--- src/rtl/matrix_writer_if.sv ---
// Matrix write handshake between the input subsystem and the storage writer,
// plus the storage RAM write port driven by the writer.
interface matrix_writer_if #(
    parameter int unsigned DATA_WIDTH = 32,
    parameter int unsigned ADDR_WIDTH = 14
);
    logic                  write_request;
    logic                  write_ready;
    logic [2:0]            matrix_id;
    logic [7:0]            actual_rows;
    logic [7:0]            actual_cols;
    logic [7:0]            matrix_name [0:7];
    logic [DATA_WIDTH-1:0] data_in;
    logic                  data_valid;
    logic                  writer_ready;
    logic                  write_done;
    logic                  write_error;
    logic                  abort;
    logic                  mem_wr_en;
    logic [ADDR_WIDTH-1:0] mem_wr_addr;
    logic [DATA_WIDTH-1:0] mem_wr_data;

    modport master (
        output write_request, matrix_id, actual_rows, actual_cols, matrix_name,
        output data_in, data_valid, abort,
        input  write_ready, writer_ready, write_done, write_error,
        input  mem_wr_en, mem_wr_addr, mem_wr_data
    );

    modport slave (
        input  write_request, matrix_id, actual_rows, actual_cols, matrix_name,
        input  data_in, data_valid, abort,
        output write_ready, writer_ready, write_done, write_error,
        output mem_wr_en, mem_wr_addr, mem_wr_data
    );
endinterface

--- src/rtl/matrix_writer.sv ---
// Writes one matrix into its storage slot: invalidates the header, streams the
// elements, then commits the name words and the header word last.
module matrix_writer #(
    parameter int unsigned BLOCK_SIZE = 1152,
    parameter int unsigned NUM_SLOTS  = 8,
    parameter int unsigned DATA_WIDTH = 32,
    parameter int unsigned ADDR_WIDTH = 14
) (
    input logic            clk,
    input logic            rst,
    matrix_writer_if.slave bus
);
    typedef enum logic [2:0] {
        StIdle, StCheck, StClear, StData, StName0, StName1, StHdr, StDone
    } state_e;

    localparam logic [15:0] MaxElems = 16'(BLOCK_SIZE - 3);

    state_e                state_q, state_d;
    logic [2:0]            id_q, id_d;
    logic [7:0]            rows_q, rows_d;
    logic [7:0]            cols_q, cols_d;
    logic [7:0]            name_q [8];
    logic [7:0]            name_d [8];
    logic [ADDR_WIDTH-1:0] base_q, base_d;
    logic [15:0]           cnt_q, cnt_d;
    logic                  err_q, err_d;

    logic [15:0]           num_elems;
    logic                  reject;
    logic                  wr_en;
    logic [ADDR_WIDTH-1:0] wr_addr;
    logic [DATA_WIDTH-1:0] wr_data;

    assign num_elems = 16'(rows_q) * 16'(cols_q);
    assign reject    = (rows_q == 8'd0) || (cols_q == 8'd0) ||
                       (32'(id_q) >= NUM_SLOTS) || (num_elems > MaxElems);

    always_comb begin
        state_d = state_q;
        id_d    = id_q;
        rows_d  = rows_q;
        cols_d  = cols_q;
        name_d  = name_q;
        base_d  = base_q;
        cnt_d   = cnt_q;
        err_d   = 1'b0;
        wr_en   = 1'b0;
        wr_addr = base_q;
        wr_data = '0;
        unique case (state_q)
            StIdle: begin
                if (bus.write_request) begin
                    id_d    = bus.matrix_id;
                    rows_d  = bus.actual_rows;
                    cols_d  = bus.actual_cols;
                    name_d  = bus.matrix_name;
                    base_d  = ADDR_WIDTH'(32'(bus.matrix_id) * BLOCK_SIZE);
                    cnt_d   = '0;
                    state_d = StCheck;
                end
            end
            StCheck: begin
                if (reject) begin
                    err_d   = 1'b1;
                    state_d = StIdle;
                end else begin
                    state_d = StClear;
                end
            end
            StClear: begin
                // Header word 0 goes to zero first so a partial slot reads as empty.
                wr_en   = 1'b1;
                state_d = StData;
            end
            StData: begin
                if (bus.data_valid) begin
                    wr_en   = 1'b1;
                    wr_addr = base_q + ADDR_WIDTH'(3) + ADDR_WIDTH'(cnt_q);
                    wr_data = bus.data_in;
                    cnt_d   = cnt_q + 16'd1;
                    if (cnt_q == num_elems - 16'd1) state_d = StName0;
                end
            end
            StName0: begin
                wr_en   = 1'b1;
                wr_addr = base_q + ADDR_WIDTH'(1);
                wr_data = DATA_WIDTH'({name_q[0], name_q[1], name_q[2], name_q[3]});
                state_d = StName1;
            end
            StName1: begin
                wr_en   = 1'b1;
                wr_addr = base_q + ADDR_WIDTH'(2);
                wr_data = DATA_WIDTH'({name_q[4], name_q[5], name_q[6], name_q[7]});
                state_d = StHdr;
            end
            StHdr: begin
                wr_en   = 1'b1;
                wr_data = DATA_WIDTH'({rows_q, cols_q});
                state_d = StDone;
            end
            StDone:  state_d = StIdle;
            default: state_d = StIdle;
        endcase

        // Abort outranks every write, including a coincident element or header commit.
        if (bus.abort && (state_q != StIdle)) begin
            state_d = StIdle;
            wr_en   = 1'b0;
            err_d   = 1'b0;
        end
    end

    always_ff @(posedge clk) begin
        if (rst) begin
            state_q <= StIdle;
            id_q    <= '0;
            rows_q  <= '0;
            cols_q  <= '0;
            name_q  <= '{default: '0};
            base_q  <= '0;
            cnt_q   <= '0;
            err_q   <= 1'b0;
        end else begin
            state_q <= state_d;
            id_q    <= id_d;
            rows_q  <= rows_d;
            cols_q  <= cols_d;
            name_q  <= name_d;
            base_q  <= base_d;
            cnt_q   <= cnt_d;
            err_q   <= err_d;
        end
    end

    assign bus.write_ready  = (state_q == StIdle);
    assign bus.writer_ready = (state_q == StData);
    assign bus.write_done   = (state_q == StDone);
    assign bus.write_error  = err_q;
    assign bus.mem_wr_en    = wr_en && !rst;
    assign bus.mem_wr_addr  = wr_addr;
    assign bus.mem_wr_data  = wr_data;
endmodule

--- src/flat_wrapper.sv ---
// flat-port wrapper written by rule: the top's interface ports become plain ports
module matrix_writer_flat 
#(
    parameter int unsigned BLOCK_SIZE = 1152,
    parameter int unsigned NUM_SLOTS  = 8,
    parameter int unsigned DATA_WIDTH = 32,
    parameter int unsigned ADDR_WIDTH = 14
)
  (clk, rst, bus_write_request, bus_matrix_id, bus_actual_rows, bus_actual_cols, bus_matrix_name, bus_data_in, bus_data_valid, bus_abort, bus_write_ready, bus_writer_ready, bus_write_done, bus_write_error, bus_mem_wr_en, bus_mem_wr_addr, bus_mem_wr_data);
  matrix_writer_if #(.DATA_WIDTH(DATA_WIDTH), .ADDR_WIDTH(ADDR_WIDTH)) bus_i ();
  input logic clk;
  input logic rst;
  input wire logic [$bits(bus_i.write_request)-1:0] bus_write_request;
  input wire logic [$bits(bus_i.matrix_id)-1:0] bus_matrix_id;
  input wire logic [$bits(bus_i.actual_rows)-1:0] bus_actual_rows;
  input wire logic [$bits(bus_i.actual_cols)-1:0] bus_actual_cols;
  input wire logic [$bits(bus_i.matrix_name)-1:0] bus_matrix_name;
  input wire logic [$bits(bus_i.data_in)-1:0] bus_data_in;
  input wire logic [$bits(bus_i.data_valid)-1:0] bus_data_valid;
  input wire logic [$bits(bus_i.abort)-1:0] bus_abort;
  output wire logic [$bits(bus_i.write_ready)-1:0] bus_write_ready;
  output wire logic [$bits(bus_i.writer_ready)-1:0] bus_writer_ready;
  output wire logic [$bits(bus_i.write_done)-1:0] bus_write_done;
  output wire logic [$bits(bus_i.write_error)-1:0] bus_write_error;
  output wire logic [$bits(bus_i.mem_wr_en)-1:0] bus_mem_wr_en;
  output wire logic [$bits(bus_i.mem_wr_addr)-1:0] bus_mem_wr_addr;
  output wire logic [$bits(bus_i.mem_wr_data)-1:0] bus_mem_wr_data;
  assign bus_i.write_request = bus_write_request;
  assign bus_i.matrix_id = bus_matrix_id;
  assign bus_i.actual_rows = bus_actual_rows;
  assign bus_i.actual_cols = bus_actual_cols;
  assign bus_i.matrix_name = {>>{bus_matrix_name}};
  assign bus_i.data_in = bus_data_in;
  assign bus_i.data_valid = bus_data_valid;
  assign bus_i.abort = bus_abort;
  assign bus_write_ready = bus_i.write_ready;
  assign bus_writer_ready = bus_i.writer_ready;
  assign bus_write_done = bus_i.write_done;
  assign bus_write_error = bus_i.write_error;
  assign bus_mem_wr_en = bus_i.mem_wr_en;
  assign bus_mem_wr_addr = bus_i.mem_wr_addr;
  assign bus_mem_wr_data = bus_i.mem_wr_data;
  matrix_writer #(.BLOCK_SIZE(BLOCK_SIZE), .NUM_SLOTS(NUM_SLOTS), .DATA_WIDTH(DATA_WIDTH), .ADDR_WIDTH(ADDR_WIDTH)) u_core (.clk(clk), .rst(rst), .bus(bus_i));
endmodule
--- config.mk ---
export PLATFORM = sky130hd
export DESIGN_NAME = matrix_writer_flat
export DESIGN_NICKNAME = d
export VERILOG_FILES = /design/src/rtl/matrix_writer_if.sv /design/src/rtl/matrix_writer.sv /design/src/flat_wrapper.sv
export SDC_FILE = /design/constraint.sdc
export NUM_CORES = 1
export LEC_CHECK = 0
export ABC_AREA = 1
export CORE_MARGIN = 1.5
export CORE_UTILIZATION = 45
export CTS_BUF_LIST = sky130_fd_sc_hd__clkbuf_2
export DETAILED_ROUTE_END_ITERATION = 10
export PLACE_DENSITY_LB_ADDON = 0.2
export SLEW_MARGIN = 20
export SYNTH_ARGS = -nofsm -noshare
export SYNTH_HDL_FRONTEND = slang
export SYNTH_SLANG_ARGS = --single-unit
export TNS_END_PERCENT = 30
--- constraint.sdc ---
create_clock -name clk -period 9.85 [get_ports clk]
set_input_delay 2.4625 -clock clk [delete_from_list [all_inputs] [get_ports clk]]
set_output_delay 2.4625 -clock clk [all_outputs]
set_load 0.05 [all_outputs]
==> metrics.md, run 1 <==
| Metric | Value |
|---|---|
| Status | finished, final reports clean |
| Top area cells in the synthesized netlist | dfxtp_1 (26%), nand2_1 (17%), inv_1 (10%), fa_1 (8.9%), a21oi_1 (7.4%) |
| Syn_nets | 1453 |
| Met3 Usage GRT | 0.06926 |
| GP Congestion | 0.8566 |
| Synth cell types | 38 |
| Final period util | 0.7297 |
| Commonest non-fill, non-tap cells in the layout | nand2_1 (361), inv_1 (218), clkdlybuf4s50_1 (168), a21oi_1 (119), dfxtp_1 (103) |
| Setup crit start kind | input pin |
| Fin util | 0.5753 |
| Syn Area/Cell | 6.461 um2 |
| Post-synth EDFFs | 0 |
| Post-DRT Antenna Nets | 0 |
| Worst endpoint required time | 7.39 ns |
| Final Hold Viols | 0 |
| DR vias | 8178 |
| GR peak layer | met2 |
| Num CTS Buffers | 9 |
| Routed WL | 23370 um |
| Worst setup EP type | output port |
| # resized after CTS | 0 |
| Sink Count | 103 |
| Synth area leader | dfxtp_1 |
| TNS Setup | 0 ns |
| Critical path depth | 8 |
| Die ar. | 0.01877 mm2 |
| First DRT Iteration DRCs | 418 |
| Largest family of logic cells by synthesized area | simple AND/OR/NAND/NOR gates |
| Core Footprint | 0.01742 mm2 |
| GR Overflow Total | 0 |
| Synth Flop Type | dfxtp_1 |
| IO Pins | 171 |
| Share of cells above drive strength 1 | 0.03111 |
| Pwr per Cell Area | 128.0 mW/mm2 |
| Vias in the first global route | 7871 |
| Worst Tran Pin Value | 0.7488 ns |
| Worst-path maximum fanout | 45 |
| Gate Count Post-Synth | 1251 |
| DRC | 0 |
| MaxCap Viol Count | 0 |
| Worst R2R Path Depth | 21 |
| Post-synthesis register bit count | 103 |
| Mapped cell area | 0.008083 mm2 |
| Die X | 137.0 um |
| Initial antenna violation count | 2 |
| CTS clock-pin slew for the worst setup and hold paths | 0.36 ns |
| Initial core utilization | 0.4641 |
| Gr usage total | 0.2585 |
| Area Growth Syn to Fin | 23.96% |
| Most common cell after layout, fill and taps aside | nand2_1 |
| Setup violations, final | 0 |
| Cell count of the worst hold path | 2 |
| Clk Latency, worst-skew pair | 0.63 ns |
| Post-DP HPWL | 18000 um |
| Num rows | 48 |
| Ys async rst share | 0 |
| Unrepaired setup endpoints after global routing | no |
| Sequential-to-total area share from yosys stat | 0.2551 |
| Min-delay worst type | register to register |
| Compound-Gate Fraction of Synth Area | 0.1498 |
| Met1 Usage GRT | 0.3374 |
| Crit path DAT | 4.72 ns |
| Post-CTS Setup Repair Bufs | 0 |
| Final critical-path required period | 7.187 ns |
| Htree depth | 3 |
| Die Span Y | 137.0 um |
| DR WL/cell | 14.52 um |
| First-pass GRT wire length | 38130 um |
| Adder-cell share of the synthesized area | 0.1604 |
| Crit path buffers/inverters | 5 |
| Detailed-router iteration count before antenna repair | 5 |
| Crit path max-delay family | buffers and inverters |
| Synth top area share | 0.2551 |
| Lkg Pwr | 0.004868 uW |
| VDD IR-drop max | 0.08023 mV |
| Clock skew | 0.05626 ns |
| Multiplexer area fraction after synthesis | 0 |
| Slew Viols, Final | 0 |
| Largest net degree at the start of global routing | 81 |
| Setup CP Type | input pin to output port |
| Placed cell area | 0.009878 mm2 |
| Synthesized-area fraction occupied by xor and xnor cells | 0.01409 |
| CP max stage delay | 0.81 ns |
| Net count, final | 1579 |
| M2 GR Usage | 0.4232 |
| Fmax | 139.1 MHz |
| Post-DR vias/cell | 5.080 |
| Max-slew headroom | 0.5008 |
| Slowest cell on the critical path | clkdlybuf4s50_1 |
| Filler cell count | 1695 |
| CTS root buf | clkbuf_2 |
| Yosys synthesis warning count | 0 |
| Post-layout instance area | 0.01002 mm2 |
| CTS tree | built |
| Simple-gate share of the synthesized area | 0.2879 |
| Clk buf depth | 2 |
| Hold-fix buffers, CTS | 0 |
| Port Buf Inserts | 170 |
| Cell breakdown of the critical path | clkdlybuf4s50_1, inv_1, nor2_8, inv_4, nand2_1, inv_1, a21oi_1, clkdlybuf4s50_1 |
==> final cells by class <==
class | count | area (um2) | share of cell area
repair buffers | 176 | 1737 | 0.1733
clock inverters | 7 | 86.33 | 0.008616
multi-input cells | 864 | 4961 | 0.4951
well taps | 225 | 281.5 | 0.02810
clock buffers | 9 | 45.04 | 0.004496
inverters | 223 | 839.6 | 0.08379
flip-flops and latches | 103 | 2062 | 0.2058
diodes | 3 | 7.507 | 0.0007493
==> worst min-delay path, delay by kind of cell, from the launching register on <==
family / cells / cell delay, ns
compound gates: 1 / 0.05
flops: 1 / 0.38
buf+inv: 1 / 0.06
==> power by group <==
part	internal (uW)	total, uW	switching [uW]	leakage [uW]
Clock	45.0	215	170	0.0000773
Combinational	199	540	340	0.00394
Sequential	474	528	53.7	0.000846
Total	718	1280	564	0.00487
==> cells in the mapped netlist, types with 2 or more instances <==
library cell  instances
buf_1                 6
clkbuf_1             54
nand3_1              97
nand4_1               8
o21a_1                2
nor2_1               57
ha_1                 46
inv_2                 2
nand2_1             362
a21oi_1             119
nor4_1                7
o2111ai_1            16
inv_1               219
dfxtp_1             103
xnor2_1               6
nor3_4                2
fa_1                 36
nand2_2               3
xor2_1                7
nor3_1                7
o211ai_1             17
o21ai_0              58
a221oi_1              2
==> metal layers <==
metal	up-vias	share of wire
met3	23	0.080
met5	-	0
met4	0	0.014
met2	243	0.47
met1	3691	0.44
li1	4221	-
==> path summary, 6_finish.rpt <==
check / from / slack, ns / to
max: bus_data_valid / 2.66 / bus_mem_wr_addr[10]
min: u_core.name_q[50] / 0.47 / u_core.name_q[50]
max reg2reg: u_core.cols_q[6] / 4.54 / u_core.state_q[1]
min reg2reg: u_core.name_q[50] / 0.47 / u_core.name_q[50]
==> through the flow <==
stage               power (uW)  hold slack (ns)  setup WS, ns  instances
global placement          1064           0.4414         2.655       1591
floorplan                905.6           0.4298         3.497       1251
CTS                       1286           0.4710         2.640       1607
global route              1385           0.4833         2.458       1609
detailed placement        1073           0.4441         2.642       1591
finish                    1282           0.4711         2.663       1610
==> flip-flops by register name, indices dropped and copies added (netlist names) <==
signal	count
u_core.cnt_q	16
u_core.rows_q	8
u_core.base_q	3
u_core.state_q	3
u_core.bus.write_error	1
u_core.cols_q	8
u_core.name_q	64
==> cell families after synthesis <==
group | Yosys count
fa+ha+maj | 82
simple gates | 551
flops | 103
buf+inv | 284
compound gates | 218
xor+xnor | 13
Power figures use the tool's default switching activity.
==> inputs of run 2 (changes only) <==
Clock period 9.85 ns to 6.8 ns, I/O delays scaled along.
==> run 2 against run 1 <==
Net effect: clock power increased by 82%; core utilization increased by 0.14 points; combinational power increased by 45%; die area unchanged; first-iteration DRC count increased by 9.1%; final area increased by 0.25%; critical path type unchanged; critical endpoint is now bus_mem_wr_addr[0]; power increased by 51%; setup slack got worse by 1.5 ns.
==> metrics.md, run 2 (same netlist as run 1, synthesis figures left out) <==
| Metric | Value |
|---|---|
| Die X | 137.0 um (unchanged) |
| Post-DR vias/cell | 5.151 (+1.4%) |
| Post-CTS Setup Repair Bufs | 0 (unchanged) |
| GP Congestion | 0.8525 (-0.48%) |
| R2R Setup Slk | 1.42 ns (-3.12 ns) |
| Share of cells above drive strength 1 | 0.02969 (-0.001426) |
| Crit path max-delay family | buffers and inverters |
| Worst Tran Pin Value | 1.008 ns (+0.2593 ns) |
| Final hold slack | 0.4729 ns (+0.001807 ns) |
| Min-delay worst type | register to register |
| CTS root buf | clkbuf_2 |
| Hold-fix buffers, CTS | 0 (unchanged) |
| Initial core utilization | 0.4641 (unchanged) |
| Post-DP HPWL | 18110 um (+0.61%) |
| Largest regs | u_core.name_q x64, u_core.cnt_q x16 |
| Slew Viols, Final | 0 (unchanged) |
| Area Growth Syn to Fin | 24.27% |
| Crit Reg-Reg Endpoint | u_core.state_q[1] |
| Worst-path maximum fanout | 45 (unchanged) |
| Commonest non-fill, non-tap cells in the layout | nand2_1 (361), inv_1 (218), clkdlybuf4s50_1 (168), a21oi_1 (119), dfxtp_1 (103) |
| # resized after CTS | 0 (unchanged) |
| Clock skew | 0.04565 ns (-0.01062 ns) |
| Final critical-path required period | 5.678 ns |
| GR peak layer | met2 |
| Worst Hold End | u_core.name_q[60] |
| Num CTS Buffers | 9 (unchanged) |
| Cell count of the worst hold path | 2 (unchanged) |
| Final period util | 0.8350 |
| Max reg flops | 64 (unchanged) |
| Crit path top cell by count | clkdlybuf4s50_1 |
| IO Pins | 171 (unchanged) |
| Gr usage total | 0.2621 (+0.003511) |
| DR WL/cell | 14.77 um (+1.8%) |
| First DRT Iteration DRCs | 456 (+9.1%) |
| Core Footprint | 0.01742 mm2 (unchanged) |
| Pwr Total | 1940 uW (+51%) |
| Unrepaired setup endpoints after global routing | no |
| Num rows | 48 (unchanged) |
| Slowest cell on the critical path | clkdlybuf4s50_1 |
| CTS clock-pin slew for the worst setup and hold paths | 0.33 ns (-0.03 ns) |
| CTS tree | built |
| DR vias | 8277 (+1.2%) |
| Setup CP Type | input pin to output port |
| DRC | 0 (unchanged) |
| Setup violations, final | 0 (unchanged) |
| Fmax | 176.1 MHz |
| Status | finished, final reports clean |
| First-pass GRT wire length | 38770 um (+1.7%) |
| Worst R2R Start | u_core.rows_q[1] |
| Lkg Pwr | 0.004879 uW (+0.23%) |
| Port Buf Inserts | 170 (unchanged) |
| Placed cell area | 0.009871 mm2 (about the same) |
| Die ar. | 0.01877 mm2 (unchanged) |
| Worst endpoint required time | 5.10 ns (-2.29 ns) |
| Die Span Y | 137.0 um (unchanged) |
| M2 GR Usage | 0.4322 (+0.008934) |
| Post-DRT Antenna Nets | 0 (unchanged) |
| HP Start | u_core.name_q[60] |
| Max-slew headroom | 0.3279 (-0.1729) |
| MaxCap Viol Count | 0 (unchanged) |
| Crit path DAT | 3.98 ns (-0.74 ns) |
| Initial antenna violation count | 2 (unchanged) |
| Pwr per Cell Area | 193.1 mW/mm2 (+51%) |
| TNS Setup | 0 ns (unchanged) |
| Most common cell after layout, fill and taps aside | nand2_1 |
| Worst R2R Path Depth | 21 (unchanged) |
| Met3 Usage GRT | 0.07333 (+0.004074) |
| VDD IR-drop max | 0.1345 mV (+68%) |
| Worst setup EP type | output port |
| Routed WL | 23740 um (+1.6%) |
| Sink Count | 103 (unchanged) |
| Clk buf depth | 2 (unchanged) |
| Top reg by flops | u_core.name_q |
| Filler cell count | 1702 (+0.41%) |
| Vias in the first global route | 7891 (+0.25%) |
| Post-layout instance area | 0.01004 mm2 (+0.25%) |
| Setup crit start kind | input pin |
| GR Overflow Total | 0 (unchanged) |
| Largest net degree at the start of global routing | 84 (+3.7%) |
| Crit path buffers/inverters | 4 (-1) |
| Cell breakdown of the critical path | clkdlybuf4s50_1, inv_1, nor2_8, inv_4, o21ai_0, clkdlybuf4s50_1 |
| Clk Latency, worst-skew pair | 0.65 ns (+0.02 ns) |
| Detailed-router iteration count before antenna repair | 5 (unchanged) |
| Final Hold Viols | 0 (unchanged) |
| Htree depth | 3 (unchanged) |
| Net count, final | 1578 (-0.063%) |
| Met1 Usage GRT | 0.3353 (-0.002070) |
| CP max stage delay | 0.86 ns (+0.05 ns) |
==> run 2: cell types whose count changed in the layout (fill, tap and decap cells not counted) <==
cell / change
inv_2: -1
inv_8: -1
bufinv_16: +3
clkinv_1: +1
clkinv_8: -3
clkinvlp_4: +1
diode_2: -2
clkinv_4: -1
buf_4: -1
inv_6: +1
==> run 2: metal layers <==
metal | share of wire | wire, um
met5 | 0 | 0
met4 | 0.016 | 376
met3 | 0.082 | 1940
met2 | 0.47 | 11110
met1 | 0.43 | 10310
==> run 2: report_power, final <==
part	internal, uW	switching (uW)	total [uW]
combinational	288	496	784
sequential	686	78.7	765
clock	162	229	391
total	1140	804	1940
==> run 2: metrics by stage <==
| stage | instances | setup slack (ns) | util |
|---|---|---|---|
| global route | 1607 | 0.9497 | 0.5767 |
| CTS | 1606 | 1.107 | 0.5764 |
| floorplan | 1251 | 1.972 | - |
| detailed placement | 1590 | 1.110 | 0.5667 |
| finish | 1607 | 1.122 | 0.5767 |
| global placement | 1590 | 1.135 | 0.5667 |
==> run 2: worst max-delay path by stage <==
stage                                 start             endpoint  slack (ns)  cells past startpoint
final                        bus_data_valid   bus_mem_wr_addr[0]        1.12                      6
after global placement       bus_data_valid   bus_mem_wr_addr[7]        1.13                      8
after global routing      u_core.state_q[2]  bus_mem_wr_data[15]        0.95                      5
after detailed placement     bus_data_valid   bus_mem_wr_addr[7]        1.11                      8
after floorplan              bus_data_valid  bus_mem_wr_addr[11]        1.97                      4
after CTS                    bus_data_valid   bus_mem_wr_addr[9]        1.11                      8
==> run 2: worst reg2reg max path: cells and delay by family, from the launching register on <==
| family | cells | cell delay, ns |
|---|---|---|
| simple gates | 10 | 1.40 |
| compound gates | 2 | 0.56 |
| buf+inv | 4 | 0.20 |
| flops | 1 | 0.72 |
| fa+ha+maj | 5 | 2.47 |
==> run 2: area by class of cell <==
class                   count  area [um2]  area share
repair buffers            175        1729      0.1721
diodes                      1       2.502   0.0002491
flip-flops and latches    103        2062      0.2053
inverters                 223       839.6     0.08358
clock inverters             7       123.9     0.01233
clock buffers               9       45.04    0.004484
multi-input cells         864        4961      0.4939
well taps                 225       281.5     0.02803
